[src/rtl/controle_varredura_servo_if.sv]
// ---------------------------------------------------------------------------
// controle_varredura_servo_if
// Purpose : bundles the control inputs and position/status outputs of the
//           servo sweep sequencer so that the sequencer and its driver share
//           one port.
// Signals : ligar         run (1) / return to rest (0), driven by master
//           pausa         freeze sweep, driven by master (SERVO_PAUSA_EN only)
//           largura[2:0]  position code towards circuito_pwm, driven by slave
//           ativo         sweep running, driven by slave
//           fim_varredura one-clock pulse at end of sweep, driven by slave
//           db_estado[1:0] debug state code, driven by slave
// Macro   : SERVO_PAUSA_EN adds the pausa signal.
// ---------------------------------------------------------------------------
interface controle_varredura_servo_if;
  logic       ligar;
`ifdef SERVO_PAUSA_EN
  logic       pausa;
`endif
  logic [2:0] largura;
  logic       ativo;
  logic       fim_varredura;
  logic [1:0] db_estado;

  modport master (
    output ligar,
    input  largura,
    input  ativo,
    input  fim_varredura,
    input  db_estado
`ifdef SERVO_PAUSA_EN
    , output pausa
`endif
  );

  modport slave (
    input  ligar,
    output largura,
    output ativo,
    output fim_varredura,
    output db_estado
`ifdef SERVO_PAUSA_EN
    , input pausa
`endif
  );
endinterface

[src/rtl/controle_varredura_servo.sv]
// ---------------------------------------------------------------------------
// controle_varredura_servo
// Purpose : sweeps the 3-bit largura code of circuito_pwm ping-pong through
//           000..111..001 and back to 000, holding every position for
//           CONF_PERIODO*CICLOS_POR_POSICAO clocks, repeating while ligar=1.
// Ports   : clock  system clock, rising edge
//           reset  synchronous, active-low
//           bus    controle_varredura_servo_if.slave
//                  (ligar, [pausa], largura, ativo, fim_varredura, db_estado)
// Params  : CONF_PERIODO        clocks per PWM period (>=2)
//           CICLOS_POR_POSICAO  PWM periods per position (>=1)
// Macro   : SERVO_PAUSA_EN enables the pausa freeze input; without it the
//           sweep never freezes.
// All outputs come straight from flops.
// ---------------------------------------------------------------------------
module controle_varredura_servo #(
  parameter int CONF_PERIODO       = 1000000,
  parameter int CICLOS_POR_POSICAO = 2
) (
  input  logic                         clock,
  input  logic                         reset,
  controle_varredura_servo_if.slave    bus
);

  localparam int CW = (CONF_PERIODO > 1)       ? $clog2(CONF_PERIODO)       : 1;
  localparam int PW = (CICLOS_POR_POSICAO > 1) ? $clog2(CICLOS_POR_POSICAO) : 1;

  localparam logic [CW-1:0] CLK_MAX  = CW'(CONF_PERIODO - 1);
  localparam logic [PW-1:0] PER_MAX  = PW'(CICLOS_POR_POSICAO - 1);
  localparam logic [CW-1:0] CLK_ONE  = CW'(32'd1);
  localparam logic [PW-1:0] PER_ONE  = PW'(32'd1);
  localparam logic [CW-1:0] CLK_ZERO = {CW{1'b0}};
  localparam logic [PW-1:0] PER_ZERO = {PW{1'b0}};

  localparam logic [1:0] INICIAL  = 2'b00;
  localparam logic [1:0] SUBINDO  = 2'b01;
  localparam logic [1:0] DESCENDO = 2'b10;

  logic [1:0]    state_q,   state_d;
  logic [2:0]    largura_q, largura_d;
  logic [CW-1:0] cnt_clk_q, cnt_clk_d;
  logic [PW-1:0] cnt_per_q, cnt_per_d;
  logic          ativo_q,   ativo_d;
  logic          fim_q,     fim_d;
  logic          pausa_s;
  logic          tick_s;

`ifdef SERVO_PAUSA_EN
  assign pausa_s = bus.pausa;
`else
  assign pausa_s = 1'b0;
`endif

  // End of the current hold: last clock of the last PWM period.
  assign tick_s = (cnt_clk_q == CLK_MAX) && (cnt_per_q == PER_MAX);

  // Next-state logic: priority is ligar==0 > pausa > tick > counting.
  always_comb begin
    state_d   = state_q;
    largura_d = largura_q;
    cnt_clk_d = cnt_clk_q;
    cnt_per_d = cnt_per_q;
    fim_d     = 1'b0;
    case (state_q)
      INICIAL: begin
        largura_d = 3'b000;
        cnt_clk_d = CLK_ZERO;
        cnt_per_d = PER_ZERO;
        if (bus.ligar) begin
          state_d = SUBINDO;
        end else begin
          state_d = INICIAL;
        end
      end
      SUBINDO, DESCENDO: begin
        if (!bus.ligar) begin
          // Abandon the sweep; any partial hold is discarded.
          state_d   = INICIAL;
          largura_d = 3'b000;
          cnt_clk_d = CLK_ZERO;
          cnt_per_d = PER_ZERO;
        end else if (pausa_s) begin
          state_d = state_q;
        end else if (tick_s) begin
          cnt_clk_d = CLK_ZERO;
          cnt_per_d = PER_ZERO;
          if (state_q == SUBINDO) begin
            largura_d = largura_q + 3'd1;
            // Reaching 111 turns around immediately so 111 is held once.
            if (largura_q == 3'b110) begin
              state_d = DESCENDO;
            end else begin
              state_d = SUBINDO;
            end
          end else begin
            largura_d = largura_q - 3'd1;
            // Landing on 000 closes the sweep; 000 then counts as the first
            // hold of the next rising half, so it is not held twice.
            if (largura_q == 3'b001) begin
              fim_d   = 1'b1;
              state_d = SUBINDO;
            end else begin
              state_d = DESCENDO;
            end
          end
        end else if (cnt_clk_q == CLK_MAX) begin
          cnt_clk_d = CLK_ZERO;
          cnt_per_d = cnt_per_q + PER_ONE;
        end else begin
          cnt_clk_d = cnt_clk_q + CLK_ONE;
        end
      end
      default: begin
        state_d   = INICIAL;
        largura_d = 3'b000;
        cnt_clk_d = CLK_ZERO;
        cnt_per_d = PER_ZERO;
      end
    endcase
    ativo_d = (state_d != INICIAL);
  end

  // State, counter and output registers with synchronous active-low reset.
  always_ff @(posedge clock) begin
    if (!reset) begin
      state_q   <= INICIAL;
      largura_q <= 3'b000;
      cnt_clk_q <= CLK_ZERO;
      cnt_per_q <= PER_ZERO;
      ativo_q   <= 1'b0;
      fim_q     <= 1'b0;
    end else begin
      state_q   <= state_d;
      largura_q <= largura_d;
      cnt_clk_q <= cnt_clk_d;
      cnt_per_q <= cnt_per_d;
      ativo_q   <= ativo_d;
      fim_q     <= fim_d;
    end
  end

  assign bus.largura       = largura_q;
  assign bus.ativo         = ativo_q;
  assign bus.fim_varredura = fim_q;
  assign bus.db_estado     = state_q;

endmodule

[src/flat_wrapper.sv]
// flat-port wrapper written by rule: the top's interface ports become plain ports
module controle_varredura_servo_flat 
#(
  parameter int CONF_PERIODO       = 1000000,
  parameter int CICLOS_POR_POSICAO = 2
)
  (clock, reset, bus_ligar, bus_largura, bus_ativo, bus_fim_varredura, bus_db_estado);
  controle_varredura_servo_if bus_i ();
  input  logic clock;
  input  logic reset;
  input wire logic [$bits(bus_i.ligar)-1:0] bus_ligar;
  output wire logic [$bits(bus_i.largura)-1:0] bus_largura;
  output wire logic [$bits(bus_i.ativo)-1:0] bus_ativo;
  output wire logic [$bits(bus_i.fim_varredura)-1:0] bus_fim_varredura;
  output wire logic [$bits(bus_i.db_estado)-1:0] bus_db_estado;
  assign bus_i.ligar = bus_ligar;
  assign bus_largura = bus_i.largura;
  assign bus_ativo = bus_i.ativo;
  assign bus_fim_varredura = bus_i.fim_varredura;
  assign bus_db_estado = bus_i.db_estado;
  controle_varredura_servo #(.CONF_PERIODO(CONF_PERIODO), .CICLOS_POR_POSICAO(CICLOS_POR_POSICAO)) u_core (.clock(clock), .reset(reset), .bus(bus_i));
endmodule
[config.mk]
export PLATFORM = sky130hd
export DESIGN_NAME = controle_varredura_servo_flat
export DESIGN_NICKNAME = d
export VERILOG_FILES = /design/src/rtl/controle_varredura_servo_if.sv /design/src/rtl/controle_varredura_servo.sv /design/src/flat_wrapper.sv
export SDC_FILE = /design/constraint.sdc
export NUM_CORES = 1
export LEC_CHECK = 0
export ABC_AREA = 1
export CAP_MARGIN = 20
export CORE_UTILIZATION = 40
export CTS_CLUSTER_DIAMETER = 100
export DETAILED_ROUTE_END_ITERATION = 8
export DONT_BUFFER_PORTS = 1
export PLACE_DENSITY = 0.64
export SYNTH_ARGS = -nofsm -noshare
export SYNTH_HDL_FRONTEND = slang
export SYNTH_SLANG_ARGS = --single-unit
[constraint.sdc]
create_clock -name clock -period 3.9 [get_ports clock]
set_input_delay 0.39 -clock clock [delete_from_list [all_inputs] [get_ports clock]]
set_output_delay 0.39 -clock clock [all_outputs]
set_load 0.05 [all_outputs]
==> Word level (Yosys, flattened, before mapping) <==
Cells that the tools add are included.
{ "totals": {"mem_count": 0, "in_bits": 3, "latch_bits": 0, "reg_bits": 28, "ram_bits": 0, "rom_bits": 0, "wordCells": 36} }
{ "op_classes": {"reduce_logical": 8, "addsub": 4, "bitwise": 4, "shifts": 0, "n_mul": 0, "eq_ne": 5, "n_div": 0, "magnitude_cmp": 0, "n_mux": 9} }
{ "ops": {"columns": ["cell", "count"], "rows": [
  ["adder 20 x 1 -> 20 bit (second input constant)", 1],
  ["equality test 20 bit (second input constant)", 1],
  ["two-way mux 2 bit", 5],
  ["OR reduction 5 bit", 2],
  ["NOT 1 bit", 4],
  ["one-hot mux 2 bit (2 select lines)", 1],
  ["OR reduction 4 bit", 1],
  ["adder 3 x 1 -> 3 bit (second input constant)", 1],
  ["equality test 3 x 1 -> 1 bit (second input constant)", 1],
  ["equality test 3 bit (second input constant)", 1],
  ["two-way mux 3 bit", 1],
  ["AND reduction 3 bit", 1],
  ["subtractor 3 x 1 -> 3 bit (second input constant)", 1],
  ["equality test 2 x 1 -> 1 bit (second input constant)", 1],
  ["equality test 2 bit (second input constant)", 1],
  ["logical NOT 2 bit", 1],
  ["two-way mux 1 bit", 2],
  ["nonzero test 2 bit", 1],
  ["OR reduction 2 bit", 1],
  ["adder 1 bit (second input constant)", 1],
  ["logical AND 1 bit", 1]
]} }

==> Depth between registers and ports, before layout <==
Gate-level depths: netlist (run 1).
{ "logic_depth": {"ltp_word": 7, "depth_mapped": 9, "ltp_nobuf": 9} }

==> Least setup slack after synthesis (run 1) <==
OpenSTA, ideal clock, no wires.
{ "synth_path": {"kind": "reg-to-reg", "from": "register u_core.state_q[1] (netlist: u_core.bus.db_estado[1])", "to": "register u_core.cnt_clk_q[17]", "path_stages_with_launch": 8, "path_buffers": 1, "arrival_time_ns": 1.669, "period_less_slack_ns": 1.738, "setup_time_ns": 0.070, "slack_ns": 2.162, "path_cell_list": "dfxtp_1 -> inv_1 -> ha_1 -> nand3_1 -> inv_1 -> nand2_4 -> buf_6 -> a21oi_1"} }
{ "synth_between": {"elab_chain_len": 4, "elab_cells_between_ends": 5, "classes_between": "eq/ne (2); bitwise (1); reduce/logical (2)"} }
{ "synth_lines": {"columns": ["item", "line", "text"], "rows": [
  ["start: declaration", "controle_varredura_servo.sv:39", "logic [1:0] state_q, state_d;"],
  ["start signal: assignment", "controle_varredura_servo.sv:133", "state_q <= state_d;"],
  ["equality test 2 bit / equality test 2 x 1 -> 1 bit (equally long branches)", "controle_varredura_servo.sv:64", "case (state_q)"],
  ["OR reduction 2 bit *", "controle_varredura_servo.sv:64", null],
  ["NOT 1 bit (no line) *", null, null],
  ["OR reduction 5 bit (no line) *", null, null],
  ["end signal: assignment", "controle_varredura_servo.sv:135", "cnt_clk_q <= cnt_clk_d;"],
  ["end: declaration", "controle_varredura_servo.sv:41", "logic [CW-1:0] cnt_clk_q, cnt_clk_d;"]
]} }
Mark *: on every way between the ends. The rest lies on a longest branch, timed or not.
A chain may end at the register's enable or synchronous reset.

==> Worst setup path after layout (run 1) <==
{ "layout_path": {"from": "register u_core.state_q[1] (netlist: u_core.bus.db_estado[1])", "to": "register u_core.cnt_clk_q[15]"} }
Same word-level chain as after synthesis.

==> flow_metrics.env, run 1 <==
export IMPL_powerDensity_nw_per_um2=306.4
export IMPL_worst_ir_drop_vdd_mv=0.1310
export IMPL_critPathBufInv=2
export IMPL_maxCapViolCount=0
export IMPL_fillCellCount=372
export IMPL_insertion_delay_ns=0.28
export IMPL_cts_buffers=3
export IMPL_relSlewSlack_pct=54.80
export IMPL_path_class="reg2reg"
export IMPL_diodes=0
export IMPL_hold_class="in2reg"
export IMPL_post_cts_resized=0
export IMPL_rsz0062_at_grt="false"
export IMPL_fmax_ghz=0.5238
export IMPL_setup_violations=0
export IMPL_num_rows=22
export IMPL_coreArea_sq_um=3771
export IMPL_syn_area_per_cell_sq_um=6.932
export IMPL_postCtsHoldBufs=0
export IMPL_grt_pass1_vias=1274
export IMPL_grt_antenna_before_repair=0
export IMPL_crit_required_ns=4.11
export IMPL_path_clk_slew_ns=0.10
export IMPL_area_growth_synth_to_final_pct=7.066
export IMPL_final_cells=285
export IMPL_clockRootBuffer="clkbuf_8"
export IMPL_crit_arrival_ns=2.12
export IMPL_status="complete, no violations"
export IMPL_die_area_sq_um=4332
export IMPL_endpoint_kind="flip-flop"
export IMPL_clk_path_buf_depth=2
export IMPL_cts_setup_buffers=0
export IMPL_critPathTopFamily="flip-flops"
export IMPL_gp_congestion=0.8631
export IMPL_worst_clock_skew_ns=0.003686
export IMPL_ys_seq_area_share_pct=34.41
export IMPL_grt_pass1_wl_mm=5.844
export IMPL_leakage_nw=0.5636
export IMPL_routed_via_count=1412
export IMPL_synth_seq_cells=28
export IMPL_crit_chain="inv_1 > ha_1 > nand3_1 > inv_1 > nand2_4 > nor3_1"
export IMPL_synth_area_sq_um=1629
export IMPL_die_y_um=65.82
export IMPL_critPathMaxFanout=19
export IMPL_clock_sinks=28
export IMPL_grt_max_degree=20
export IMPL_port_buffers=0
export IMPL_htree_levels=1
export IMPL_worst_path_most_repeated_cell="inv_1"
export IMPL_finalSetupTns_ns=0
export IMPL_synth_cells=235
export IMPL_wl_met1_mm=1.735
export IMPL_wire_per_inst_um=11.96
export IMPL_track_usage_pct=17.99
export IMPL_fin_crit_ns=1.909
export IMPL_tightest_slew_ns=0.6771
export IMPL_drt_iter0_markers=62
export IMPL_dr_pass1_iters=4
export IMPL_final_util_pct=46.25
export IMPL_drc=0
export IMPL_via_per_inst=4.954
export IMPL_layout_drive_gt1_share_pct=8.439
export IMPL_initial_core_util_pct=43.20
export IMPL_place_inst=281
export IMPL_critPathLaunchType="flip-flop"
export IMPL_met2_length_mm=1.471
export IMPL_synth_nets=246
export IMPL_drv_slew=0
export IMPL_cts_tree="built"
export IMPL_yosysWarnings=0
export IMPL_grt_ovfl_total=0
export IMPL_wirelength_mm=3.409
export IMPL_pin_count=10
export IMPL_detail_route_antenna_nets=0
export IMPL_slowest_delay_ns=0.66
export IMPL_wl_met3_um=81
export IMPL_synth_cell_types=29
export IMPL_num_nets_final=249
export IMPL_die_x_um=65.82
export IMPL_hold_viol=0
export IMPL_top_layer="met4"
export IMPL_whs_ns=0.2961
export IMPL_place_detailed_hpwl_mm=2.612
export IMPL_slowest_stage="dfxtp_1"
export IMPL_post_route_period_util_pct=48.95
where the power goes:
part | total, W | switching, W | internal (W) | leakage [nW]
Combinational | 0.00000957 | 0.00000635 | 0.00000322 | 0.302
Clock | 0.000231 | 0.0000936 | 0.000138 | 0.0357
Sequential | 0.000294 | 0.00000627 | 0.000287 | 0.226
cell type report:
| class | count | area [sq um] | area share [%] |
|---|---|---|---|
| multi-input combinational | 177 | 945.9 | 54.23 |
| sequential | 28 | 560.5 | 32.14 |
| clock inverter | 1 | 30.03 | 1.722 |
| clock buffer | 3 | 41.29 | 2.367 |
| tap | 48 | 60.06 | 3.443 |
| inverter | 28 | 106.4 | 6.098 |
per-stage QoR:
step	total power (W)	worst slack [ns]	instance area, sq um
after global routing	0.0005574	1.792	1744
after global placement	0.0003097	2.041	1673
after floorplan	0.0003078	2.162	1629
after detailed placement	0.0003100	1.980	1673
final	0.0005344	1.991	1744
after CTS	0.0005439	1.959	1744
cells in the mapped netlist (all sizes together):
cell type  number  area, sq um
nand2          60        237.7
nor2           42        180.2
dfxtp          28        560.5
inv            27        101.4
nand4          16        100.1
a21oi          15        78.83
nand3          11        72.57
ha              8        100.1
xor2            6        52.55
nor3            5        30.03
o21ai           4        20.02
nand3b          3        22.52
or2             3        18.77
buf             2        16.26
xnor2           2        17.52
a21boi          1        7.510
clkinv          1        5.000
o211ai          1        7.510
worst reg2reg max path, cell delays in order (launching register included):
cell     delay [ns]
dfxtp_1        0.66
inv_1          0.16
ha_1           0.31
nand3_1        0.13
inv_1          0.21
nand2_4        0.18
nor3_1         0.20
flip-flops by register name, indices dropped and copies added, names as in the netlist:
| register | cells |
|---|---|
| u_core.bus.largura | 3 |
| u_core.bus.fim_varredura | 1 |
| u_core.cnt_per_q | 1 |
| u_core.bus.db_estado | 2 |
| u_core.cnt_clk_q | 20 |
| u_core.bus.ativo | 1 |
logic make-up after synthesis:
kind of cell	count (synthesis)	synth area share [%]
xor gates and xnor gates	8	4.301
and+or+nand+nor	140	40.63
DFF	28	34.41
AOI/OAI and AO/OA	21	6.990
adders and majority gates	8	6.145
buffers and inverters	30	7.526
worst paths after layout:
path	startpoint	to	slack (ns)	cells past startpoint
setup reg to reg	u_core.bus.db_estado[1]$_SDFF_PN0_	u_core.cnt_clk_q[15]$_SDFF_PP0_	1.99	6
hold reg to reg	u_core.cnt_clk_q[4]$_SDFF_PP0_	u_core.cnt_clk_q[4]$_SDFF_PP0_	0.51	2
hold / removal	bus_ligar	u_core.bus.db_estado[0]$_SDFF_PN0_	0.30	2
setup / recovery	u_core.bus.db_estado[1]$_SDFF_PN0_	u_core.cnt_clk_q[15]$_SDFF_PP0_	1.99	6
layout by cell type (no fill, tap or decap), types with 4 or more instances in the layout:
master | netlist | final
nand2_1 | 57 | 57
nor2_1 | 37 | 37
dfxtp_1 | 28 | 28
inv_1 | 25 | 25
nand4_1 | 16 | 16
a21oi_1 | 14 | 14
nand3_1 | 9 | 9
ha_1 | 8 | 8
xor2_1 | 6 | 6
nor3_1 | 4 | 4
o21ai_0 | 4 | 4
routing by layer:
metal / vias up / track usage, %
met5: - / 0
met4: 0 / 10.60
met3: 11 / 2.586
met2: 28 / 26.53
met1: 612 / 24.58
li1: 761 / -
Power figures use the tool's default switching activity.
==> inputs of run 2 (changes only) <==
==> constraint.sdc (replaced) <==
create_clock -name clock -period 1.8 [get_ports clock]
set_input_delay 0.18 -clock clock [delete_from_list [all_inputs] [get_ports clock]]
set_output_delay 0.18 -clock clock [all_outputs]
set_load 0.05 [all_outputs]
==> run 2 against run 1 <==
Compared with the run above: critical endpoint is now u_core.bus.ativo$_SDFF_PN0_; critical path depth is 2 higher; cell count is 1.8% higher; combinational power grew to 3.1 times the previous value; total power is 86% higher; sequential cell count stayed put; non-clock buffer count is 6 higher; largest power group unchanged; global-route usage is 0.18 points lower.
==> flow_metrics.env, run 2 (same netlist as run 1, synthesis figures left out) <==
export IMPL_hold_viol=0
export IMPL_p_int_w=0.0007817
export IMPL_critPathLaunchType="flip-flop"
export IMPL_die_x_um=65.82
export IMPL_rsz0062_at_grt="false"
export IMPL_htree_levels=1
export IMPL_via_per_inst=4.966
export IMPL_pre_cts_ws_ns=0.1898
export IMPL_diodes=0
export IMPL_most_common_layout_cells="57 x nand2_1, 37 x nor2_1, 28 x dfxtp_1"
export IMPL_path_class="reg2reg"
export IMPL_track_usage_pct=17.81
export IMPL_post_route_period_util_pct=89.88
export IMPL_cts_setup_buffers=0
export IMPL_maxCapViolCount=0
export IMPL_drc=0
export IMPL_crit_required_ns=1.96
export IMPL_p_sw_w=0.0002112
export IMPL_area_growth_synth_to_final_pct=7.988
export IMPL_tightest_slew_ns=0.4758
export IMPL_coreArea_sq_um=3771
export IMPL_place_detailed_hpwl_mm=2.640
export IMPL_num_rows=22
export IMPL_setup_violations=0
export IMPL_grt_antenna_before_repair=0
export IMPL_die_y_um=65.82
export IMPL_grt_pass1_wl_mm=6.016
export IMPL_hold_class="in2reg"
export IMPL_power_frac_seq_pct=63.4
export IMPL_finalSetupTns_ns=0
export IMPL_worst_clock_skew_ns=0.005140
export IMPL_final_util_pct=46.65
export IMPL_powerDensity_nw_per_um2=564.4
export IMPL_grt_ovfl_total=0
export IMPL_fmax_ghz=0.6181
export IMPL_die_area_sq_um=4332
export IMPL_switching_share_pct=21.27
export IMPL_fin_crit_ns=1.618
export IMPL_status="complete, no violations"
export IMPL_wirelength_mm=3.344
export IMPL_regMostFlops="u_core.cnt_clk_q"
export IMPL_crit_arrival_ns=1.78
export IMPL_initial_core_util_pct=43.20
export IMPL_endpoint_kind="flip-flop"
export IMPL_wire_per_inst_um=11.53
export IMPL_cts_buffers=3
export IMPL_clockRootBuffer="clkbuf_8"
export IMPL_grt_pass1_vias=1360
export IMPL_pwr_share_comb_pct=3.0
export IMPL_num_nets_final=255
export IMPL_worst_slack_ns=0.1822
export IMPL_routed_via_count=1440
export IMPL_drv_slew=0
export IMPL_path_clk_slew_ns=0.09
export IMPL_drt_iter0_markers=72
export IMPL_gp_congestion=0.9123
export IMPL_relSlewSlack_pct=68.24
export IMPL_detail_route_antenna_nets=0
export IMPL_post_cts_resized=0
export IMPL_clk_path_buf_depth=2
export IMPL_finalPower_w=0.0009929
export IMPL_layout_drive_gt1_share_pct=10.33
export IMPL_port_buffers=0
export IMPL_worst_ir_drop_vdd_mv=0.3992
export IMPL_postCtsHoldBufs=0
export IMPL_layout_commonest_cell="nand2_1"
export IMPL_p_clk_share_pct=33.6
export IMPL_clock_sinks=28
export IMPL_insertion_delay_ns=0.27
export IMPL_cts_tree="built"
export IMPL_pin_count=10
export IMPL_leakage_nw=0.5819
export IMPL_largest_reg_flops=20
export IMPL_critPathMaxFanout=6
export IMPL_dr_pass1_iters=4
export IMPL_grt_max_degree=20
run 2: changes by cell type in the layout (fill, tap and decap cells not counted):
cell | previous run | this run
buf_4 | 0 | 6
bufinv_16 | 1 | 0
run 2: per-layer routing:
metal  vias to the layer above  global-route usage, %  routed length [um]
met1                       627                  25.03                1675
met5                         -                      0                   0
met2                        27                  28.06                1503
met4                         0                  4.891                  38
li1                        782                      -                   -
met3                         4                  2.586                 127
run 2: layout make-up:
type | instances | area (sq um)
clock buffer | 3 | 41.29
fill | 370 | 2012
inverter | 28 | 106.4
multi-input combinational | 177 | 945.9
sequential | 28 | 560.5
tap | 48 | 60.06
timing repair buffer | 6 | 45.04
run 2: path summary, 6_finish.rpt:
check | from | to | slack, ns | cells after the start
worst max-delay path | u_core.cnt_clk_q[1]$_SDFF_PP0_ | u_core.bus.ativo$_SDFF_PN0_ | 0.18 | 8
worst min-delay path | bus_ligar | u_core.bus.db_estado[0]$_SDFF_PN0_ | 0.11 | 2
worst max register to register | u_core.cnt_clk_q[1]$_SDFF_PP0_ | u_core.bus.ativo$_SDFF_PN0_ | 0.18 | 8
worst min register to register | u_core.cnt_clk_q[19]$_SDFF_PP0_ | u_core.cnt_clk_q[19]$_SDFF_PP0_ | 0.50 | 2
run 2: power groups by stage:
stage | Clock (W) | Sequential, W | Combinational (W)
after global placement | 0 | 0.000644 | 0.0000297
after global routing | 0.000385 | 0.000631 | 0.0000324
after CTS | 0.000349 | 0.000630 | 0.0000300
after detailed placement | 0 | 0.000644 | 0.0000300
final | 0.000334 | 0.000630 | 0.0000295
after floorplan | 0 | 0.000650 | 0.0000171
run 2: critical path: stages, from the launching register on:
cell and delay, ns:
dfxtp_1 0.36, ha_1 0.32, nand3_4 0.18, nor2_4 0.16
nand4_1 0.18, nand2_1 0.11, nand2_1 0.05, nand2_1 0.07
nand3_1 0.07
run 2: metrics by stage:
step                instances  instance area (sq um)  hold WS [ns]
floorplan                 235                   1629        0.3585
global placement          287                   1718        0.3976
detailed placement        287                   1718        0.3898
CTS                       290                   1759       0.09881
global route              290                   1759       0.08466
finish                    290                   1759        0.1117
==> inputs of run 3 (changes only) <==
==> constraint.sdc (replaced) <==
create_clock -name clock -period 1.5 [get_ports clock]
set_input_delay 0.15 -clock clock [delete_from_list [all_inputs] [get_ports clock]]
set_output_delay 0.15 -clock clock [all_outputs]
set_load 0.05 [all_outputs]
==> run 3 against run 2 <==
Compared with the run above: critical endpoint unchanged; sequential power increased by 20%; die area unchanged; utilization increased by 3.4 points; non-clock buffer count increased by 9; count of clock-buffer cells in the layout unchanged.
==> flow_metrics.env, run 3 (same netlist as run 1, synthesis figures left out) <==
export IMPL_clockRootBuffer="clkbuf_8"
export IMPL_drv_slew=0
export IMPL_drt_iter0_markers=80
export IMPL_r2r_end="u_core.bus.ativo$_SDFF_PN0_"
export IMPL_layout_drive_gt1_share_pct=19.44
export IMPL_insertion_delay_ns=0.28
export IMPL_worst_ir_drop_vdd_mv=0.4740
export IMPL_r2r_setup_slack_ns=0.11
export IMPL_hold_class="in2reg"
export IMPL_dr_pass1_iters=4
export IMPL_initial_core_util_pct=43.20
export IMPL_endpoint_kind="flip-flop"
export IMPL_routed_via_count=1509
export IMPL_crit_arrival_ns=1.57
export IMPL_crit_required_ns=1.68
export IMPL_via_per_inst=5.030
export IMPL_grt_max_degree=20
export IMPL_drc=0
export IMPL_hold_viol=0
export IMPL_grt_pass1_vias=1341
export IMPL_die_area_sq_um=4332
export IMPL_cts_buffers=3
export IMPL_fillCellCount=350
export IMPL_final_seq_area_sq_um=578.1
export IMPL_relSlewSlack_pct=68.21
export IMPL_place_detailed_hpwl_mm=2.747
export IMPL_htree_levels=1
export IMPL_largest_reg_flops=20
export IMPL_post_route_period_util_pct=92.77
export IMPL_pin_count=10
export IMPL_die_y_um=65.82
export IMPL_num_rows=22
export IMPL_cts_tree="built"
export IMPL_most_common_layout_cells="56 x nand2_1, 36 x nor2_1, 24 x inv_1"
export IMPL_clock_sinks=28
export IMPL_whs_ns=0.04760
export IMPL_path_clk_slew_ns=0.10
export IMPL_multi_input_area_sq_um=958.4
export IMPL_num_nets_final=264
export IMPL_critPathLaunchType="flip-flop"
export IMPL_final_cells=300
export IMPL_postCtsHoldBufs=0
export IMPL_coreArea_sq_um=3771
export IMPL_layout_commonest_cell="nand2_1"
export IMPL_track_usage_pct=18.30
export IMPL_r2r_start="u_core.cnt_clk_q[11]$_SDFF_PP0_"
export IMPL_startpoint="u_core.cnt_clk_q[11]$_SDFF_PP0_"
export IMPL_diodes=0
export IMPL_rsz0062_at_grt="true"
export IMPL_powerDensity_nw_per_um2=739.0
export IMPL_gp_congestion=0.9144
export IMPL_fin_crit_ns=1.392
export IMPL_status="complete, no violations"
export IMPL_maxCapViolCount=0
export IMPL_detail_route_antenna_nets=0
export IMPL_fmax_ghz=0.7186
export IMPL_setup_violations=0
export IMPL_port_buffers=0
export IMPL_area_growth_synth_to_final_pct=15.82
export IMPL_tightest_slew_ns=0.4762
export IMPL_path_class="reg2reg"
export IMPL_grt_antenna_before_repair=0
export IMPL_wire_per_inst_um=11.91
export IMPL_place_inst=296
export IMPL_grt_ovfl_total=0
export IMPL_critPathCapture="u_core.bus.ativo$_SDFF_PN0_"
export IMPL_grt_pass1_wl_mm=6.113
export IMPL_wirelength_mm=3.573
export IMPL_critPathMaxFanout=5
export IMPL_leakage_nw=0.6441
export IMPL_die_x_um=65.82
export IMPL_worst_clock_skew_ns=0.005014
export IMPL_clk_path_buf_depth=2
export IMPL_finalPower_w=0.001394
export IMPL_regMostFlops="u_core.cnt_clk_q"
export IMPL_worstRegToRegCells=8
[run 3: worst min-delay path by stage]
| stage | startpoint | endpoint | cells after the start |
|---|---|---|---|
| after floorplan | bus_ligar | u_core.bus.db_estado[0]$_SDFF_PN0_ | 2 |
| after global placement | bus_ligar | u_core.bus.db_estado[0]$_SDFF_PN0_ | 2 |
| after detailed placement | bus_ligar | u_core.bus.db_estado[0]$_SDFF_PN0_ | 2 |
| after CTS | bus_ligar | u_core.bus.db_estado[0]$_SDFF_PN0_ | 2 |
| after global routing | bus_ligar | u_core.bus.db_estado[0]$_SDFF_PN0_ | 2 |
| final | bus_ligar | u_core.bus.db_estado[0]$_SDFF_PN0_ | 2 |
[run 3: metal layers]
metal | GRT usage, % | wire (um) | vias up | share of wire (%)
li1 | - | - | 794 | -
met4 | 5.707 | 81 | 0 | 2.3
met2 | 27.04 | 1522 | 42 | 43
met3 | 3.621 | 194 | 8 | 5.4
met1 | 26.32 | 1775 | 665 | 50
met5 | 0 | 0 | - | 0
[run 3: layout make-up]
cell class                 count  area share [%]
sequential                    28           30.64
timing repair buffer          15           5.968
multi-input combinational    177           50.80
tap                           48           3.183
clock inverter                 1           1.592
inverter                      28           5.637
clock buffer                   3           2.188
[run 3: stage by stage]
step | setup slack [ns] | utilization (%) | cell area [sq um] | setup TNS [ns]
2_1_floorplan | 0.04282 | - | 1639 | 0
3_3_place_gp | 0.03015 | 47.61 | 1795 | 0
3_5_place_dp | 0.02485 | 47.61 | 1795 | 0
4_1_cts | 0.004158 | 49.50 | 1867 | 0
5_1_grt | -0.009178 | 50.03 | 1887 | -0.01142
6_report | 0.1085 | 50.03 | 1887 | 0
[run 3: worst max-delay path: stages (launching register included)]
cell and delay (ns):
dfxtp_1 0.36, nor2_1 0.17, nand2_1 0.13, nor2_4 0.15, nand4_1 0.18, nand2_1 0.11, nand2_1 0.05, nand2_1 0.07
nand3_1 0.07
[run 3: power by group]
part	internal, W	switching, W
clock	0.000358	0.000244
combinational	0.0000148	0.0000243
sequential	0.000744	0.00000885
[run 3: timing repair]
item | in CTS | in global routing
buffers inserted | 0 | 0
setup endpoints to repair | 0 | 8
resized for setup | 0 | 11
